==> src/rtl/intc_pkg.sv <==
// intc_pkg: shared constants and types for the intr_ctrl01 interrupt controller.
// The optional Timer 2 source is enabled by defining the macro INTC_TIMR2_EN.
package intc_pkg;

    // Default SFR direct addresses
    localparam logic [7:0] IE_ADDR = 8'hA8;
    localparam logic [7:0] IP_ADDR = 8'hB8;

`ifdef INTC_TIMR2_EN
    localparam int NUM_SRC = 6;
`else
    localparam int NUM_SRC = 5;
`endif

    // Writable bits: EA plus one enable/priority bit per source
    localparam logic [7:0] IE_WMASK = 8'h80 | 8'((1 << NUM_SRC) - 1);
    localparam logic [7:0] IP_WMASK = 8'((1 << NUM_SRC) - 1);

    // Vector addresses per source
    localparam logic [15:0] VEC_EX0 = 16'h0003;
    localparam logic [15:0] VEC_ET0 = 16'h000B;
    localparam logic [15:0] VEC_EX1 = 16'h0013;
    localparam logic [15:0] VEC_ET1 = 16'h001B;
    localparam logic [15:0] VEC_ES  = 16'h0023;
`ifdef INTC_TIMR2_EN
    localparam logic [15:0] VEC_T2  = 16'h002B;
`endif

    // Source index doubles as the IE/IP bit position and the fixed
    // in-level priority (lower index wins)
    typedef enum logic [2:0] {
        SRC_EX0 = 3'd0,
        SRC_ET0 = 3'd1,
        SRC_EX1 = 3'd2,
        SRC_ET1 = 3'd3,
        SRC_ES  = 3'd4
`ifdef INTC_TIMR2_EN
        , SRC_T2 = 3'd5
`endif
    } src_e;

    typedef enum logic {
        ST_IDLE = 1'b0,
        ST_PEND = 1'b1
    } state_e;

    // Map a source index to its vector address
    function automatic logic [15:0] vector_of(input logic [2:0] src);
        logic [15:0] v;
        case (src)
            SRC_EX0: v = VEC_EX0;
            SRC_ET0: v = VEC_ET0;
            SRC_EX1: v = VEC_EX1;
            SRC_ET1: v = VEC_ET1;
            SRC_ES:  v = VEC_ES;
`ifdef INTC_TIMR2_EN
            SRC_T2:  v = VEC_T2;
`endif
            default: v = 16'h0000;
        endcase
        return v;
    endfunction

    // Index of the lowest set bit, i.e. the highest fixed-priority source
    function automatic logic [2:0] first_set(input logic [NUM_SRC-1:0] v);
        logic [2:0] idx;
        idx = 3'd0;
        for (int i = NUM_SRC - 1; i >= 0; i--) begin
            if (v[i]) idx = 3'(i);
        end
        return idx;
    endfunction

endpackage

==> src/rtl/intr_prio_resolver.sv <==
// intr_prio_resolver: combinational two-level priority resolution with nesting.
// Picks the winning eligible source, honouring which level is currently in service.
module intr_prio_resolver
    import intc_pkg::*;
(
    input  logic [NUM_SRC-1:0] req,
    input  logic [NUM_SRC-1:0] enable,
    input  logic               ea,
    input  logic [NUM_SRC-1:0] prio,
    input  logic               in_service_hi,
    input  logic               in_service_lo,
    output logic [NUM_SRC-1:0] eligible,
    output logic               valid,
    output logic [2:0]         src,
    output logic               level
);

    logic [NUM_SRC-1:0] hi_cand;
    logic [NUM_SRC-1:0] lo_cand;

    // Qualify raw requests by their enables and split them by priority level
    always_comb begin
        eligible = req & enable & {NUM_SRC{ea}};
        hi_cand  = eligible & prio;
        lo_cand  = eligible & ~prio;
    end

    // High level wins first; a LO in service lets only HI through, a HI in service blocks all
    always_comb begin
        valid = 1'b0;
        src   = 3'd0;
        level = 1'b0;
        if (!in_service_hi) begin
            if (|hi_cand) begin
                valid = 1'b1;
                level = 1'b1;
                src   = first_set(hi_cand);
            end else if (!in_service_lo && (|lo_cand)) begin
                valid = 1'b1;
                level = 1'b0;
                src   = first_set(lo_cand);
            end
        end
    end

endmodule

==> src/rtl/intr_ctrl01.sv <==
// intr_ctrl01: 8051-style interrupt controller. Owns IE/IP SFRs, tracks nested
// in-service levels, and presents a single vectored request to the core.
// Define INTC_TIMR2_EN to add the Timer 2 source (TIMR2_INT_REQ / IACK_TIMR2).
module intr_ctrl01
    import intc_pkg::*;
#(
    parameter logic [7:0] IE_ADDRESS = IE_ADDR,
    parameter logic [7:0] IP_ADDRESS = IP_ADDR
)(
    input  logic        CPUClock,
    input  logic        RESET,
    input  logic [7:0]  DIR_RD_ADDRS,
    input  logic [7:0]  DIR_WR_ADDRS,
    input  logic [7:0]  WR_DATA,
    output logic [7:0]  RD_DATA,
    input  logic        DIRECT_WR,
    input  logic        WR_EN,
    input  logic        EXT0_INT_REQ,
    input  logic        TIMR0_INT_REQ,
    input  logic        EXT1_INT_REQ,
    input  logic        TIMR1_INT_REQ,
    input  logic        SER_INT_REQ,
`ifdef INTC_TIMR2_EN
    input  logic        TIMR2_INT_REQ,
    output logic        IACK_TIMR2,
`endif
    input  logic        INT_ACK,
    input  logic        RETI_EXEC,
    output logic        INT_REQ,
    output logic [15:0] INT_VECTOR,
    output logic        IACK_EXT0,
    output logic        IACK_TIMR0,
    output logic        IACK_EXT1,
    output logic        IACK_TIMR1
);

    logic [7:0]         ie_reg;
    logic [7:0]         ip_reg;
    logic               sfr_wr;

    logic [NUM_SRC-1:0] req_vec;
    logic [NUM_SRC-1:0] eligible;
    logic               win_valid;
    logic [2:0]         win_src;
    logic               win_level;

    state_e             state;
    logic [2:0]         lat_src;
    logic               lat_level;
    logic [NUM_SRC-1:0] lat_mask;
    logic               lat_still_elig;
    logic               take_ack;

    logic               in_service_hi;
    logic               in_service_lo;
    logic               svc_hi_next;
    logic               svc_lo_next;

    logic [3:0]         iack_q;
`ifdef INTC_TIMR2_EN
    logic               iack_t2_q;
`endif

`ifdef INTC_TIMR2_EN
    assign req_vec = {TIMR2_INT_REQ, SER_INT_REQ, TIMR1_INT_REQ,
                      EXT1_INT_REQ, TIMR0_INT_REQ, EXT0_INT_REQ};
`else
    assign req_vec = {SER_INT_REQ, TIMR1_INT_REQ,
                      EXT1_INT_REQ, TIMR0_INT_REQ, EXT0_INT_REQ};
`endif

    assign sfr_wr         = WR_EN & DIRECT_WR;
    assign lat_mask       = NUM_SRC'(1) << lat_src;
    assign lat_still_elig = |(eligible & lat_mask);
    assign take_ack       = (state == ST_PEND) & INT_ACK;

    // IE/IP registers; unimplemented bits are forced to zero on write
    always_ff @(posedge CPUClock) begin
        if (RESET) begin
            ie_reg <= 8'h00;
            ip_reg <= 8'h00;
        end else if (sfr_wr) begin
            if (DIR_WR_ADDRS == IE_ADDRESS) ie_reg <= WR_DATA & IE_WMASK;
            if (DIR_WR_ADDRS == IP_ADDRESS) ip_reg <= WR_DATA & IP_WMASK;
        end
    end

    // Combinational SFR read mux
    always_comb begin
        RD_DATA = 8'h00;
        if (DIR_RD_ADDRS == IE_ADDRESS) begin
            RD_DATA = ie_reg;
        end else if (DIR_RD_ADDRS == IP_ADDRESS) begin
            RD_DATA = ip_reg;
        end
    end

    intr_prio_resolver u_resolver (
        .req           (req_vec),
        .enable        (ie_reg[NUM_SRC-1:0]),
        .ea            (ie_reg[7]),
        .prio          (ip_reg[NUM_SRC-1:0]),
        .in_service_hi (in_service_hi),
        .in_service_lo (in_service_lo),
        .eligible      (eligible),
        .valid         (win_valid),
        .src           (win_src),
        .level         (win_level)
    );

    // Request FSM: latch the winner in IDLE, hold it frozen in PEND until acked or withdrawn
    always_ff @(posedge CPUClock) begin
        if (RESET) begin
            state      <= ST_IDLE;
            INT_REQ    <= 1'b0;
            INT_VECTOR <= 16'h0000;
            lat_src    <= 3'd0;
            lat_level  <= 1'b0;
        end else begin
            case (state)
                ST_IDLE: begin
                    if (win_valid) begin
                        state      <= ST_PEND;
                        INT_REQ    <= 1'b1;
                        INT_VECTOR <= vector_of(win_src);
                        lat_src    <= win_src;
                        lat_level  <= win_level;
                    end
                end
                ST_PEND: begin
                    if (INT_ACK || !lat_still_elig) begin
                        state   <= ST_IDLE;
                        INT_REQ <= 1'b0;
                    end
                end
                default: begin
                    state   <= ST_IDLE;
                    INT_REQ <= 1'b0;
                end
            endcase
        end
    end

    // Next in-service flags: RETI retires the innermost level before a same-cycle ack marks the new one
    always_comb begin
        svc_hi_next = in_service_hi;
        svc_lo_next = in_service_lo;
        if (RETI_EXEC) begin
            if (in_service_hi) svc_hi_next = 1'b0;
            else               svc_lo_next = 1'b0;
        end
        if (take_ack) begin
            if (lat_level) svc_hi_next = 1'b1;
            else           svc_lo_next = 1'b1;
        end
    end

    // In-service level registers
    always_ff @(posedge CPUClock) begin
        if (RESET) begin
            in_service_hi <= 1'b0;
            in_service_lo <= 1'b0;
        end else begin
            in_service_hi <= svc_hi_next;
            in_service_lo <= svc_lo_next;
        end
    end

    // One-cycle flag-clear pulses; the serial flags are left for software to clear
    always_ff @(posedge CPUClock) begin
        if (RESET) begin
            iack_q <= 4'b0000;
        end else begin
            iack_q[0] <= take_ack && (lat_src == SRC_EX0);
            iack_q[1] <= take_ack && (lat_src == SRC_ET0);
            iack_q[2] <= take_ack && (lat_src == SRC_EX1);
            iack_q[3] <= take_ack && (lat_src == SRC_ET1);
        end
    end

`ifdef INTC_TIMR2_EN
    // Timer 2 flag-clear pulse
    always_ff @(posedge CPUClock) begin
        if (RESET) iack_t2_q <= 1'b0;
        else       iack_t2_q <= take_ack && (lat_src == SRC_T2);
    end

    assign IACK_TIMR2 = iack_t2_q;
`endif

    assign IACK_EXT0  = iack_q[0];
    assign IACK_TIMR0 = iack_q[1];
    assign IACK_EXT1  = iack_q[2];
    assign IACK_TIMR1 = iack_q[3];

endmodule

==> config.mk <==
export PLATFORM = sky130hd
export DESIGN_NAME = intr_ctrl01
export DESIGN_NICKNAME = d
export VERILOG_FILES = /design/src/rtl/intc_pkg.sv /design/src/rtl/intr_prio_resolver.sv /design/src/rtl/intr_ctrl01.sv
export SDC_FILE = /design/constraint.sdc
export NUM_CORES = 1
export LEC_CHECK = 0
export CORE_MARGIN = 2
export CORE_UTILIZATION = 38
export DETAILED_ROUTE_END_ITERATION = 8
export PLACE_DENSITY = 0.77
export SYNTH_ARGS = -nofsm -noshare
export SYNTH_HDL_FRONTEND = slang
export SYNTH_SLANG_ARGS = --single-unit
==> constraint.sdc <==
create_clock -name CPUClock -period 2 [get_ports CPUClock]
set_clock_uncertainty 0.2 [all_clocks]
set_input_delay 0.4 -clock CPUClock [delete_from_list [all_inputs] [get_ports CPUClock]]
set_output_delay 0.4 -clock CPUClock [all_outputs]
set_load 0.03 [all_outputs]
* Word-level counts from Yosys, hierarchy flattened
Index checks and enable logic that the tools add are counted.
** Storage, ports and cells
- Bits in registers :: 39
- Input port bits :: 35
** Operators by class
- Equal/unequal tests :: 13
- Shifts and indexed selects :: 1
- Mux-type cells :: 34
- Bitwise gates (word level) :: 9
- Reduce and logical (&&, ||, !) cells :: 17
** Operators by type and width (count)
- $mux 3 :: 13
- $eq 8x8->1 const B :: 4
- $pmux 6 s5 :: 1
- $and 5x5->5 :: 5
- $mux 1 :: 16
- $reduce_or 5->1 :: 3
- $eq 3x2->1 const B :: 4
- $mux 8 :: 1
- $reduce_and 2->1 :: 4
- $eq 3x1->1 const B :: 2
- $logic_not 3->1 :: 2
- $logic_and 1x1->1 :: 5
- $mux 5 :: 1
- $not 5->5 :: 1
- $shl 1x3->5 const A :: 1
- $ne 2x1->1 const B :: 2
- $pmux 1 s2 :: 2
- $eq 3x3->1 const B :: 1
- $and 1x1->1 :: 2
- $logic_not 1->1 :: 2
- $logic_or 1x1->1 :: 1
- $not 1->1 :: 1

* Depth between registers and ports, before layout
- Depth in word-level cells :: 13
- Mapped depth :: 6
- Depth with buffers taken out :: 5

* Cells and area by module
A second synthesis with hierarchy kept.
** Unflattened totals
- Cells, all modules :: 198
- Area, all modules :: 1559.0 µm²
** By module, submodules not included
- intr_ctrl01 :: instances 1, cells each 160, area each 1331.3 µm², sequential area each 540.5 µm²
- intr_prio_resolver :: instances 1, cells each 38, area each 227.7 µm², sequential area each 0.0 µm²

* Worst setup path after synthesis
OpenSTA, ideal clock, no wires.
- Kind :: input-to-output
- Start point :: input port DIR_RD_ADDRS[6]
- End point :: output port RD_DATA[7]
- Data arrival time :: 1.822 ns
- Data required time :: 1.400 ns
- Slack :: -0.422 ns
- Stages :: 4
- Path buffers :: 1
- Cell sequence :: nand4b_1 -> or4_1 -> clkbuf_1 -> nor3b_1
** On the way
- Longest elaborated chain between the ends :: 2
** Ends and longest elaborated chain
- start, declared :: RTL line intr_ctrl01.sv:12 : input logic [7:0] DIR_RD_ADDRS,
- $eq 8x8->1 :: RTL line intr_ctrl01.sv:91 : if (DIR_RD_ADDRS == IE_ADDRESS) begin
- $mux 8 :: RTL line intr_ctrl01.sv:91
- end, declared :: RTL line intr_ctrl01.sv:15 : output logic [7:0] RD_DATA,
No other way between the ends.

* Final worst setup path
Same ends and word-level chain as after synthesis.

==> metrics.yaml <==
status: "finished, violations left"
violations: "setup timing"
r2r_end: "INT_REQ"
num-nets-final: 272
syn-cell-area_um2: 1450
cts_tree: "yes"
final_layout_size_suffix_gt1_frac: 0.301
pwr-share-comb: 0.129
seq_area_frac_synth: 0.372
gp_congestion: 0.886
power_density_nw_per_um2: 439
cts_made_buffers: 3
switching_power_mw: 0.234
vias: 1422
final.min_clock_period_ns: 2.11
critical_path.max_fanout: 6
min_path_type: "flip-flop to flip-flop"
wl_per_cell_um: 12.7
stdcell_area_um2: 2210
rsz0062_at_grt: "yes"
cts_root_buf: "clkbuf_8"
ant_nets: 0
synthArstFlopShare: 0
setup_violations: 6
critPathArrivalTime_ns: 1.51
p_clk_frac: 0.318
synth_area_leader_cell: "dfxtp_1"
die_h_um: 65.8
firstDrtPassIters: 4
start_kind: "primary input"
start_util: 0.397
use_met3: 0.0221
hpwl_um: 2750
postPlaceCellArea_um2: 2100
io_pins: 64
drtIter0Drc: 80
num_rows: 22
vias_per_cell: 5.01
fmax_mhz: 474
cap_viol_max_count: 0
period_share: 1.05
yosysUniqueCellTypes: 43
power.internal_mw: 0.735
htreeDepth: 1
power.leakage_nw: 0.876
use_met1: 0.227
area_growth_pct: 52.0
port_buffers: 48
rr_worst_depth: 5
peakVddDrop_mv: 0.212
clk_pin_slew_ns: 0.09
r2r_setup_slack_ns: 0.10
crit_required_ns: 1.40
crit_path_end_kind: "output pin"
slew_violations: 0
drc_errors: 0
grt_pass1_vias: 1422
switching_share: 0.242
die_area_um2: 4330
grt_overflow: 0
antenna_found_initial: 0
hold_slack_ns: 0.263
ys_warn_count: 0
post-place-ws_ns: -0.497
cts_sinks: 27
place_inst: 279
cp_top_family: "simple AND/OR/NAND/NOR gates"
path_cells: "buf_6 > nand4b_1 > or4_4 > nor3b_4 > buf_6"
top_usage_layer: "met2"
yosys-top-cells-count: "dfxtp_1, nor2_1, mux2i_1"
path_buf_inv: 2
grt_start_max_net_pins: 27
num_antenna_cells: 0
synth_ff_type: "dfxtp_1"
synth_seq_cells: 27
die_x_um: 65.8
synth_cells: 166
core_um2: 3660
grt_use_total: 0.181
use_met2: 0.316
critPathSlowestCell: "or4_4"
syn_area_per_cell_um2: 8.75
synth.most_common_cell: "dfxtp_1"
worstHoldStart: "INT_VECTOR[1]"
synth.area.top_cells: "dfxtp_1, mux2i_1, buf_4"
hold_viol: 0
timing.final.ws_setup_ns: -0.108
routed_wl_um: 3620
hold_end: "INT_VECTOR[1]"
critical-path-max-stage-delay_ns: 0.50
synth_edf_count: 0
whs_path_depth: 2
p_seq_frac: 0.553
r2r_start: "ie_reg[3]"
largest_reg_flops: 6
clockBufferDepth: 2
ctsHoldBuffers: 0
final_cells: 284
synth_top_area_share: 0.372
criticalPathCategory: "primary input to output pin"
crit_path_frequent_cell: "buf_6"
insertion_delay_ns: 0.27
grt_pass1_wl_um: 6200
## worst reg2reg max path, cell delays in order, from the launching register on
cell      delay (ns)
dfxtp_2         0.38
nand2_1         0.07
mux4_2          0.50
nor4b_4         0.32
a41oi_2         0.08
a221oi_1        0.27
## stage by stage
| step | util | power, mW | setup TNS (ns) |
|---|---|---|---|
| floorplan | - | 0.622 | -0.153 |
| finish | 0.603 | 0.969 | -0.290 |
| CTS | 0.597 | 0.977 | -0.934 |
| global placement | 0.574 | 0.680 | -8.96 |
| detailed placement | 0.574 | 0.681 | -9.03 |
| global route | 0.603 | 1.02 | -0.557 |
## repair_timing
action	4_1_cts	5_1_grt
pin swaps	9	5
buffers inserted	1	1
resized for setup	40	20
cloned	0	0
endpoints found under the setup margin	17	20
## worst max path at each step
stage / start / to / slack (ns) / depth (start not counted)
5_1_grt: DIR_RD_ADDRS[6] / RD_DATA[7] / -0.15 / 5
2_1_floorplan: DIR_RD_ADDRS[6] / RD_DATA[7] / -0.07 / 4
3_3_place_gp: DIR_RD_ADDRS[6] / RD_DATA[7] / -0.48 / 6
4_1_cts: DIR_RD_ADDRS[6] / RD_DATA[7] / -0.21 / 6
6_report: DIR_RD_ADDRS[6] / RD_DATA[7] / -0.11 / 5
3_5_place_dp: DIR_RD_ADDRS[5] / RD_DATA[7] / -0.50 / 6
## logic make-up (layout without fill, tap and decap cells)
kind of cell / count (synthesis) / count (layout) / synth area share
flip-flops: 27 / 27 / 0.372
AND/OR/NAND/NOR: 67 / 67 / 0.258
AO/OA/AOI/OAI: 26 / 26 / 0.127
multiplexers: 17 / 17 / 0.126
other: 1 / 13 / 0.00258
buffers and inverters: 28 / 86 / 0.115
## layout by cell type (no fill, tap or decap), drive strengths merged, types with 5 or more instances in the layout
master         netlist  routed
dlygate4sd2          0       9
o21ai                6       6
mux2i               16      16
dfxtp               27      27
nand2               11      11
nor2                21      21
inv                  7       7
buf                 17      37
clkdlybuf4s50        0      24
clkbuf               4       6
conb                 1      13
nand4                5       5
nand2b               7       7
## layout make-up
cell class                 instances  area [µm²]
fill                             330        1450
timing repair buffer              75         657
clock inverter                     1        7.51
multi-input combinational        123         866
sequential                        27         551
clock buffer                       3        41.3
tap                               48        60.1
inverter                           7        26.3
## layer usage
layer | vias up | wire length (µm)
li1 | 715 | -
met1 | 668 | 1610
met2 | 37 | 1790
met3 | 2 | 185
met4 | 0 | 30
met5 | - | 0
## power groups by stage
stage               clock (mW)  sequential, mW  combinational, mW
CTS                      0.317           0.537              0.122
finish                   0.309           0.536              0.125
floorplan                    0           0.550             0.0724
global placement             0           0.550              0.130
global route             0.346           0.536              0.132
detailed placement           0           0.550              0.131
Power figures use the tool's default switching activity.
